--- src/rtl/ddr5_ca_cmd_scheduler.sv ---
// Two-port round-robin CA command scheduler: arbitrates host/training requests and
// drives 1- or 2-cycle DDR5 commands onto the registered CA bus with a deselect gap.
module ddr5_ca_cmd_scheduler #(
    parameter int unsigned CA_W       = 14,
    parameter int unsigned GAP_CYCLES = 1
) (
    input  logic                dfi_phy_clk,
    input  logic                rst_n,
    input  logic [1:0]          req_valid_i,
    output logic [1:0]          req_ready_o,
    input  logic [2*CA_W-1:0]   req_ca0_i,
    input  logic [2*CA_W-1:0]   req_ca1_i,
    input  logic [1:0]          req_two_cyc_i,
    output logic                grant_id_o,
    output logic                cmd_done_o,
    output logic                busy_o,
    output logic [CA_W-1:0]     CA_DA_o,
    output logic                CS_DA_o,
    output logic                CA_VALID_DA_o
);

    typedef enum logic [1:0] {
        ST_IDLE,
        ST_CMD1,
        ST_CMD2,
        ST_GAP
    } state_t;

    localparam state_t     ST_AFTER = (GAP_CYCLES > 0) ? ST_GAP : ST_IDLE;
    localparam logic [3:0] GAP_LOAD = (GAP_CYCLES > 0) ? 4'(GAP_CYCLES - 1) : 4'd0;

    state_t            state_q;
    state_t            state_d;
    logic              rr_pref_q;
    logic [3:0]        gap_cnt_q;
    logic [CA_W-1:0]   ca1_q;
    logic              two_cyc_q;

    logic [1:0]        grant;
    logic              accept;
    logic              win_id;
    logic [CA_W-1:0]   win_ca0;
    logic [CA_W-1:0]   win_ca1;

    logic [CA_W-1:0]   ca_d;
    logic              cs_d;
    logic              vld_d;
    logic              done_d;

    // Grant is only offered in IDLE; a lone requester wins regardless of preference.
    always_comb begin
        grant = '0;
        if (state_q == ST_IDLE) begin
            if (req_valid_i == 2'b11) begin
                grant = rr_pref_q ? 2'b10 : 2'b01;
            end else begin
                grant = req_valid_i;
            end
        end
    end

    assign req_ready_o = grant;
    assign accept      = |grant;
    assign win_id      = grant[1];
    assign win_ca0     = win_id ? req_ca0_i[CA_W +: CA_W] : req_ca0_i[0 +: CA_W];
    assign win_ca1     = win_id ? req_ca1_i[CA_W +: CA_W] : req_ca1_i[0 +: CA_W];
    assign busy_o      = (state_q != ST_IDLE);

    // Bus values are computed for the next state so every bus output is a flop.
    always_comb begin
        state_d = state_q;
        ca_d    = '0;
        cs_d    = 1'b1;
        vld_d   = 1'b0;
        done_d  = 1'b0;
        case (state_q)
            ST_IDLE: begin
                if (accept) begin
                    state_d = ST_CMD1;
                    ca_d    = win_ca0;
                    cs_d    = 1'b0;
                    vld_d   = 1'b1;
                    done_d  = ~req_two_cyc_i[win_id];
                end
            end
            ST_CMD1: begin
                if (two_cyc_q) begin
                    state_d = ST_CMD2;
                    ca_d    = ca1_q;
                    vld_d   = 1'b1;
                    done_d  = 1'b1;
                end else begin
                    state_d = ST_AFTER;
                end
            end
            ST_CMD2: begin
                state_d = ST_AFTER;
            end
            ST_GAP: begin
                if (gap_cnt_q == '0) begin
                    state_d = ST_IDLE;
                end
            end
            default: begin
                state_d = ST_IDLE;
            end
        endcase
    end

    always_ff @(posedge dfi_phy_clk or negedge rst_n) begin
        if (!rst_n) begin
            state_q       <= ST_IDLE;
            rr_pref_q     <= 1'b0;
            gap_cnt_q     <= '0;
            ca1_q         <= '0;
            two_cyc_q     <= 1'b0;
            grant_id_o    <= 1'b0;
            CA_DA_o       <= '0;
            CS_DA_o       <= 1'b1;
            CA_VALID_DA_o <= 1'b0;
            cmd_done_o    <= 1'b0;
        end else begin
            state_q       <= state_d;
            CA_DA_o       <= ca_d;
            CS_DA_o       <= cs_d;
            CA_VALID_DA_o <= vld_d;
            cmd_done_o    <= done_d;
            if (accept) begin
                rr_pref_q  <= ~win_id;
                grant_id_o <= win_id;
                two_cyc_q  <= req_two_cyc_i[win_id];
                ca1_q      <= win_ca1;
            end
            if ((state_d == ST_GAP) && (state_q != ST_GAP)) begin
                gap_cnt_q <= GAP_LOAD;
            end else if ((state_q == ST_GAP) && (gap_cnt_q != '0)) begin
                gap_cnt_q <= gap_cnt_q - 4'd1;
            end
        end
    end

endmodule
--- config.mk ---
export PLATFORM = sky130hd
export DESIGN_NAME = ddr5_ca_cmd_scheduler
export DESIGN_NICKNAME = d
export VERILOG_FILES = /design/src/rtl/ddr5_ca_cmd_scheduler.sv
export SDC_FILE = /design/constraint.sdc
export NUM_CORES = 1
export LEC_CHECK = 0
export CAP_MARGIN = 20
export CORE_MARGIN = 10
export CORE_UTILIZATION = 38
export DETAILED_ROUTE_END_ITERATION = 12
export PLACE_DENSITY_LB_ADDON = 0.25
export RECOVER_POWER = 25
export SLEW_MARGIN = 10
export SYNTH_ARGS = -nofsm -noshare
export SYNTH_HDL_FRONTEND = slang
export SYNTH_SLANG_ARGS = --single-unit
export TNS_END_PERCENT = 5
--- constraint.sdc ---
create_clock -name dfi_phy_clk -period 1.4 [get_ports dfi_phy_clk]
set_input_delay 0.42 -clock dfi_phy_clk [delete_from_list [all_inputs] [get_ports dfi_phy_clk]]
set_output_delay 0.42 -clock dfi_phy_clk [all_outputs]
set_load 0.01 [all_outputs]
# Yosys cells after proc, flatten, opt, wreduce, memory -nomap -nowiden
# Cells that the tools add are included.
[op_classes]
magnitude_cmp = 1
addsub = 1
n_eq_ne = 6
bitwise_logic = 2
n_mux = 23
n_reduce_logical = 8
[op_table]
columns = ["operator", "n"]
rows = [
  ["2-to-1 mux 14 bit", 4],
  ["case mux 14 bit (2 select lines)", 1],
  ["2-to-1 mux 2 bit", 5],
  ["equality test 2 bit, second input constant", 4],
  ["2-to-1 mux 1 bit", 8],
  ["2-to-1 mux 4 bit", 2],
  ["case mux 2 bit (4 select lines)", 1],
  ["zero test 4 bit", 1],
  ["case mux 1 bit (2 select lines)", 2],
  ["nonzero test 2 bit", 2],
  ["nonzero test 4 bit", 1],
  ["subtractor 4 x 1 -> 4 bit, second input constant", 1],
  ["equality test 2 x 1 -> 1 bit, second input constant", 1],
  ["logical AND 1 bit", 2],
  ["zero test 2 bit", 1],
  ["< comparator 1 x 2 -> 1 bit, second input constant", 1],
  ["!= test 2 bit, second input constant", 1],
  ["NOT 1 bit", 2],
  ["OR reduction 2 bit", 1],
]
[totals]
out_inout_bits = 21
regBits = 40

# Depth between registers and ports, before layout
# Gate-level depths: netlist of the first run.
[logic_depth]
word_depth = 9
ltp_mapped = 6

# Worst setup path after synthesis of the first run
# OpenSTA, ideal clock, no wires.
[synth_timing]
path_type = "register to output"
from = "reg state_q[1]"
to = "out req_ready_o[1]"
t_arrival_ps = 1094
required_ps = 980
path_stages_with_launch = 6
setup_slack_ps = -114
cell_sequence = "dfrtp_1 -> buf_6 -> nor2_4 -> inv_2 -> nor3_2 -> buf_4"
[synth_via]
elab_chain_cells = 2
[synth_lines]
columns = ["item", "line", "text"]
rows = [
  ["from (decl)", "32", "state_t state_q;"],
  ["from (signal assigned)", "123", "state_q <= state_d;"],
  ["zero test 2 bit", "53", "if (state_q == ST_IDLE) begin"],
  ["2-to-1 mux 2 bit", "53", ""],
  ["to (decl)", "10", "output logic [1:0] req_ready_o,"],
]
# Every way passes these cells.

# Worst setup path after layout of the first run
[layout_timing]
from = "reg state_q[0]"
to = "out req_ready_o[1]"
# Same word-level chain as after synthesis.

==> results.md, run 1 <==
* Yosys Warn Count at 0
* Fmax at 619.6 MHz
* Crit path cell chain: nor2_4 -> inv_2 -> nor3_2 -> buf_2
* Synth Instances at 183
* Psw at 1709 uW
* CP startpoint kind: flip-flop
* Area Growth Syn to Fin at 62.07%
* H-tree depth at 2
* Mean area per synthesized cell at 10.42 um2
* Largest family of logic cells by synthesized area: compound AO/OA/AOI/OAI gates
* Count of pins over their slew limit at 0
* Post-route ant nets at 0
* Total number of vias at 1785
* Endpoints failing setup at 20
* Reg2reg end: gap_cnt_q[1]
* Core ar. at 4786 um2
* Num rows at 25
* Worst Skew at 0.007784 ns
* PD cells at 1731 nW/um2
* Num Clock Sinks at 40
* Crit path capture: req_ready_o[1]
* Vias/cell at 5.071
* Crit end category: primary output
* Reg2reg path depth at 5
* Starting Density at 39.84%
* Arrival time worst endpoint at 1.19 ns
* Unrepaired setup endpoints after global routing: yes
* Status: complete, but fails checks
* Number of antenna violations at the first check in global routing at 0
* Seq pwr share at 35.0%
* Clk buf depth at 2
* Peak VDD IR at 820.8 uV
* Ys flop type: dfrtp_1
* DRT iter0 DRCs at 55
* Compound-Gate Fraction of Synth Area at 23.95%
* Failing checks: negative setup slack
* Vias in the first global route at 1865
* Mapped Nets at 246
* Post-Synth Simple-Gate Area at 16.21%
* Xor/xnor share of the synthesized area at 0.4593%
* Worst setup margin at -0.2140 ns
* Dominant delay contributor by cell family on the critical path: flip-flops
* IO buf count at 82
* Root buf cell: clkbuf_8
* Post-synth cell types at 36
* Skew-Pair Late Insertion Delay at 0.29 ns
* Worst hold slack at 0.3540 ns
* Hold buffers post-CTS at 0
* # fillers at 409
* Combinational Power Share at 44.2%
* Yosys reg bits at 40
* Routed len/inst at 16.68 um
* Cell area after layout at 3090 um2
* Pre-CTS WS at -0.7984 ns
* Worst Path Required at 0.98 ns
* Mux contribution to synthesized area at 0%
* Slowest CP cell: dfrtp_1
* HPWL Detailed at 4.585 mm
* IO Count at 83
* Final Hold Viols at 0
* Slew HR at 35.38%
* Total track usage at 14.10%
* Number of synthesized flops with an enable pin at 0
* Gpl congestion at 0.8229
* Min Tclk post-route at 1.614 ns
* CP startpoint: state_q[0]
* NumNets Final at 347
* Max_cap viols at 0
* TritonCTS buffer count at 5
* Share of cells above drive strength 1 at 18.60%
* Final WL at 5.873 mm
* Worst path depth at 4
* N_diodes at 0
* Sequential area share after synthesis at 52.56%
* Worst r2r src: gap_cnt_q[0]
* Async set-reset flop share out of synthesis at 100.0%
* Leakage at 0.001387 uW
* First-pass DRT Iterations at 4
* First-pass GRT wire length at 9.453 mm
* R2R Setup Slk at -0.11 ns
* Final Cycle Share at 115.3%
* Grt total ovfl at 0
* Placed cell area at 2944 um2
* DRC viols at 0
* Largest stage delay on the critical path at 0.41 ns
* Internal power component at 3641 uW
* Synth Area in Adders at 0.6562%
* Synthesized area at 1907 um2
* Hold Path Class: input pin to asynchronous set/reset pin
* Area of the multi-input gates at 813.3 um2
* CTS tree: built
* Die H at 90.84 um
* WP buf/inv at 2
* Sw Share at 31.94%
* Die area at 8251 um2
* Clock power frac at 20.8%
* Reg clk slew, reported paths at 0.08 ns
* TNS Setup at -1.063 ns
* Crit path kind: flip-flop to primary output
* Largest net degree at the start of global routing at 41
* Fin util at 64.58%
* Register area at 1002 um2
* Die Wd at 90.84 um
* Worst Path Max Fanout at 3
* Slew @ Worst Pin at 0.9693 ns
## power by group through the flow
| stage | sequential, uW | clock [uW] | combinational, uW |
|---|---|---|---|
| floorplan | 2000 | 0 | 1120 |
| global placement | 1900 | 0 | 2430 |
| detailed placement | 1900 | 0 | 2460 |
| CTS | 1870 | 1120 | 2350 |
| global route | 1950 | 1180 | 2590 |
| finish | 1870 | 1110 | 2370 |
## layout by cell type (no fill, tap or decap), types with 2 or more instances in the layout
cell type	instances
inv_1	6
nand2_1	6
and2_1	14
a221o_1	18
buf_4	20
clkdlybuf4s50_1	58
a31oi_1	12
nor2b_1	2
a21o_1	2
dlygate4sd2_1	14
nand3_1	13
a21oi_1	14
buf_6	4
buf_12	3
inv_2	2
clkbuf_8	5
o22ai_1	2
buf_2	3
dfrtp_1	39
bufinv_16	2
o21ai_0	14
clkdlybuf4s15_1	5
nor2_1	2
## Yosys cell counts (2+ instances only)
cell | count | area share, %
o22ai_1 | 2 | 0.66
dfrtp_1 | 39 | 51
a31oi_1 | 12 | 3.9
a221o_1 | 18 | 9.4
a21boi_0 | 2 | 0.79
nor2b_1 | 3 | 0.98
o21ai_0 | 14 | 3.7
clkbuf_1 | 5 | 0.98
a21oi_1 | 15 | 3.9
nor2_1 | 3 | 0.59
a21o_1 | 2 | 0.79
inv_1 | 7 | 1.4
and2_1 | 14 | 4.6
buf_6 | 3 | 1.8
nand3_1 | 14 | 3.7
nand2_1 | 6 | 1.2
buf_4 | 2 | 0.79
buf_2 | 4 | 1.0
## stage by stage
| step | total power, uW | instances |
|---|---|---|
| 6_report | 5350 | 352 |
| 5_1_grt | 5717 | 352 |
| 4_1_cts | 5344 | 352 |
| 3_5_place_dp | 4364 | 343 |
| 3_3_place_gp | 4326 | 343 |
| 2_1_floorplan | 3117 | 183 |
## worst reg2reg max path, cell delays in order, from the launching register on
cell and delay, ns:
dfrtp_1 0.39, inv_1 0.07, ha_2 0.18, or3b_1 0.36, a221o_1 0.35, o21ai_1 0.08
## worst min-delay path by stage
stage	start	cells after the start	slack (ns)	to
2_1_floorplan	rst_n	0	0.12	CA_DA_o[0]
3_3_place_gp	rst_n	2	0.41	cmd_done_o
3_5_place_dp	rst_n	2	0.40	cmd_done_o
4_1_cts	rst_n	2	0.09	CA_DA_o[4]
5_1_grt	rst_n	2	0.43	CA_DA_o[4]
6_report	rst_n	2	0.35	cmd_done_o
## area by class of cell
| cell class | count | share of cell area (%) |
|---|---|---|
| multi-input cells | 121 | 26.32 |
| clock inverters | 2 | 1.943 |
| inverters | 8 | 0.9717 |
| flip-flops and latches | 40 | 32.43 |
| well taps | 67 | 2.713 |
| clock buffers | 6 | 2.348 |
| repair buffers | 108 | 33.28 |
## state kept, by name, summed over array words and instances (netlist names)
signal         flops
two_cyc_q          1
CS_DA_o            1
ca1_q             14
rr_pref_q          1
gap_cnt_q          4
CA_VALID_DA_o      1
grant_id_o         1
cmd_done_o         1
CA_DA_o           14
state_q            2
## cell families after synthesis
logic type / Yosys count
AO/OA/AOI/OAI: 67
adder cells (fa/ha/maj): 1
AND/OR/NAND/NOR: 52
XOR/XNOR: 1
buffers and inverters: 22
flip-flops: 40
## per-layer routing
layer  vias up  routed length (um)  GRT usage [%]
li1        877                   -              -
met1       847                2691          17.89
met2        56                2843          22.66
met3         5                 299          4.156
met4         0                  38          3.916
met5         -                   0              0
## what timing repair did
action / 4_1_cts / 5_1_grt
pin swaps: 3 / 3
endpoints found under the setup margin: 60 / 40
resized for setup: 44 / 14
setup buffers: 1 / 0
No activity file was read; power rests on OpenSTA's default activity.
==> run 2, diff against run 1 <==
--- a/config.mk
+++ b/config.mk
@@ -7,7 +7,7 @@
 export LEC_CHECK = 0
 export CAP_MARGIN = 20
 export CORE_MARGIN = 10
-export CORE_UTILIZATION = 38
+export CORE_UTILIZATION = 42
 export DETAILED_ROUTE_END_ITERATION = 12
 export PLACE_DENSITY_LB_ADDON = 0.25
 export RECOVER_POWER = 25
==> constraint.sdc (replaced) <==
create_clock -name dfi_phy_clk -period 1.81 [get_ports dfi_phy_clk]
set_input_delay 0.543 -clock dfi_phy_clk [delete_from_list [all_inputs] [get_ports dfi_phy_clk]]
set_output_delay 0.543 -clock dfi_phy_clk [all_outputs]
set_load 0.01 [all_outputs]
==> run 2 against run 1 <==
Effect of this change:
- the run now ends clean
- combinational power is 23% lower
- global-route usage is 1.2 points higher
- flip-flop and latch count stayed put
- hold slack better by 0.13 ns
==> results.md, run 2 (same netlist as run 1, synthesis figures left out) <==
* DRT iter0 DRCs at 106 (was 55)
* Routed len/inst at 17.86 um (was 16.68 um)
* Post-route ant nets at 0 (unchanged)
* R2R Setup Slk at 0.18 ns (was -0.11 ns)
* Share of cells above drive strength 1 at 12.04% (was 18.60%)
* Number of antenna violations at the first check in global routing at 0 (unchanged)
* Hold Path Class: flip-flop to flip-flop (was input pin to asynchronous set/reset pin)
* Hold endpoint: grant_id_o
* Final WL at 5.821 mm (was 5.873 mm)
* Final Cycle Share at 96.60%
* WHS Path Cells at 1
* Final Hold Viols at 0 (unchanged)
* Reg clk slew, reported paths at 0.07 ns (was 0.08 ns)
* Startpoint of the worst hold path: grant_id_o
* Worst r2r src: state_q[0] (was gap_cnt_q[0])
* Slowest CP cell: dlygate4sd2_1 (was dfrtp_1)
* Unrepaired setup endpoints after global routing: no (was yes)
* Arrival time worst endpoint at 1.21 ns (was 1.19 ns)
* Slew @ Worst Pin at 0.9746 ns (was 0.9693 ns)
* CTS tree: built (unchanged)
* Crit path kind: input pin to primary output (was flip-flop to primary output)
* Peak VDD IR at 483.3 uV (was 820.8 uV)
* Fmax at 571.9 MHz
* NumNets Final at 336 (was 347)
* IO buf count at 82 (unchanged)
* Psw at 1283 uW (was 1709 uW)
* Gpl congestion at 0.8082 (was 0.8229)
* Combinational Power Share at 46.8% (was 44.2%)
* Num Clock Sinks at 40 (unchanged)
* Skew-Pair Late Insertion Delay at 0.29 ns (about the same)
* Total number of vias at 1776 (was 1785)
* Starting Density at 43.49% (was 39.84%)
* TritonCTS buffer count at 5 (unchanged)
* Die Wd at 87.38 um (was 90.84 um)
* Clock power frac at 15.3% (was 20.8%)
* Core ar. at 4384 um2 (was 4786 um2)
* Max_cap viols at 0 (unchanged)
* Most frequent cells in the layout: clkdlybuf4s50_1, dfrtp_1, a221o_1, a21oi_1 (was clkdlybuf4s50_1, dfrtp_1, buf_4, a221o_1)
* H-tree depth at 2 (unchanged)
* First-pass GRT wire length at 9.342 mm (was 9.453 mm)
* Largest stage delay on the critical path at 0.26 ns (was 0.41 ns)
* Grt total ovfl at 0 (unchanged)
* Crit path cell chain: dlygate4sd2_1 -> nand2_1 -> and3_4 -> buf_2 (was nor2_4 -> inv_2 -> nor3_2 -> buf_2)
* Clk buf depth at 2 (unchanged)
* Reg2reg path depth at 5 (unchanged)
* Largest net degree at the start of global routing at 41 (unchanged)
* Worst Path Required at 1.27 ns (was 0.98 ns)
* Total chip power at 3881 uW (was 5350 uW)
* Crit end category: primary output (unchanged)
* Internal power component at 2598 uW (was 3641 uW)
* First-pass DRT Iterations at 4 (unchanged)
* Worst Skew at 0.004647 ns (was 0.007784 ns)
* Seq pwr share at 37.9% (was 35.0%)
* Num rows at 24 (was 25)
* Area Growth Syn to Fin at 52.76% (was 62.07%)
* Reg2reg end: CA_DA_o[13] (was gap_cnt_q[1])
* Worst Path Max Fanout at 3 (unchanged)
* PD cells at 1332 nW/um2 (was 1731 nW/um2)
* Status: completed (was complete, but fails checks)
* DRC viols at 0 (unchanged)
* Commonest non-fill, non-tap cell in the layout: clkdlybuf4s50_1 (unchanged)
* N_diodes at 0 (unchanged)
* Slew HR at 35.03% (was 35.38%)
* Leakage at 0.001254 uW (was 0.001387 uW)
* Min Tclk post-route at 1.748 ns
* Root buf cell: clkbuf_8 (unchanged)
* Dominant delay contributor by cell family on the critical path: buffers and inverters (was flip-flops)
* Count of pins over their slew limit at 0 (unchanged)
* Vias in the first global route at 1820 (was 1865)
* CP startpoint kind: input pin (was flip-flop)
* WP buf/inv at 2 (unchanged)
* Die area at 7635 um2 (was 8251 um2)
* TNS Setup at 0 ns (was -1.063 ns)
* Endpoints failing setup at 0 (was 20)
* Total track usage at 15.29% (was 14.10%)
* Die H at 87.38 um (was 90.84 um)
* Sw Share at 33.06% (was 31.94%)
* Hold buffers post-CTS at 0 (unchanged)
* Largest regs: CA_DA_o (14), ca1_q (14), gap_cnt_q (4) (unchanged)
* Vias/cell at 5.448 (was 5.071)
* HPWL Detailed at 4.505 mm (was 4.585 mm)
* IO Count at 83 (unchanged)
-- run 2: worst max path at each step --
stage,slack [ns],depth (start not counted),startpoint,endpoint
after floorplan,0.17,5,state_q[1],req_ready_o[1]
after global placement,-0.60,4,req_valid_i[1],req_ready_o[1]
after detailed placement,-0.63,4,req_valid_i[1],req_ready_o[1]
after CTS,-0.03,4,state_q[1],busy_o
after global routing,0.01,3,state_q[0],req_ready_o[0]
final,0.06,4,req_valid_i[1],req_ready_o[0]
-- run 2: power by group through the flow --
stage	registers, uW	logic, uW	clock network (uW)
after floorplan	1550	866	0
after global placement	1470	1800	0
after detailed placement	1480	1830	0
after CTS	1470	1810	608
after global routing	1510	1980	649
final	1470	1820	595
-- run 2: metal layers --
layer / vias to the layer above / track usage [%] / wire length [um]
met3: 2 / 5.431 / 412
met1: 848 / 19.52 / 2539
met4: 0 / 3.333 / 19
met2: 70 / 24.14 / 2850
met5: - / 0 / 0
li1: 856 / - / -
-- run 2: through the flow --
| step | cells | util (%) | setup WS [ns] | instance area (um2) | hold slack (ns) |
|---|---|---|---|---|---|
| floorplan | 183 | - | 0.1728 | 1907 | 0.2474 |
| global placement | 316 | 64.67 | -0.6000 | 2835 | 0.4612 |
| detailed placement | 316 | 64.67 | -0.6329 | 2835 | 0.4713 |
| CTS | 324 | 66.44 | -0.02647 | 2913 | 0.2253 |
| global route | 326 | 66.44 | 0.01428 | 2913 | 0.5267 |
| finish | 326 | 66.44 | 0.06156 | 2913 | 0.4887 |
-- run 2: timing repair --
item / in CTS / in global routing
resized for setup: 13 / 5
pin swaps: 0 / 2
endpoints found under the hold margin: 0 / 0
endpoints found under the setup margin: 21 / 2
setup buffers: 0 / 2
-- run 2: area by class of cell --
type                       instances  area (um2)
sequential                        40        1002
tap                               52       65.06
fill                             356        1471
clock buffer                       8       90.09
inverter                           8       30.03
timing repair buffer              97       930.9
multi-input combinational        121       794.5
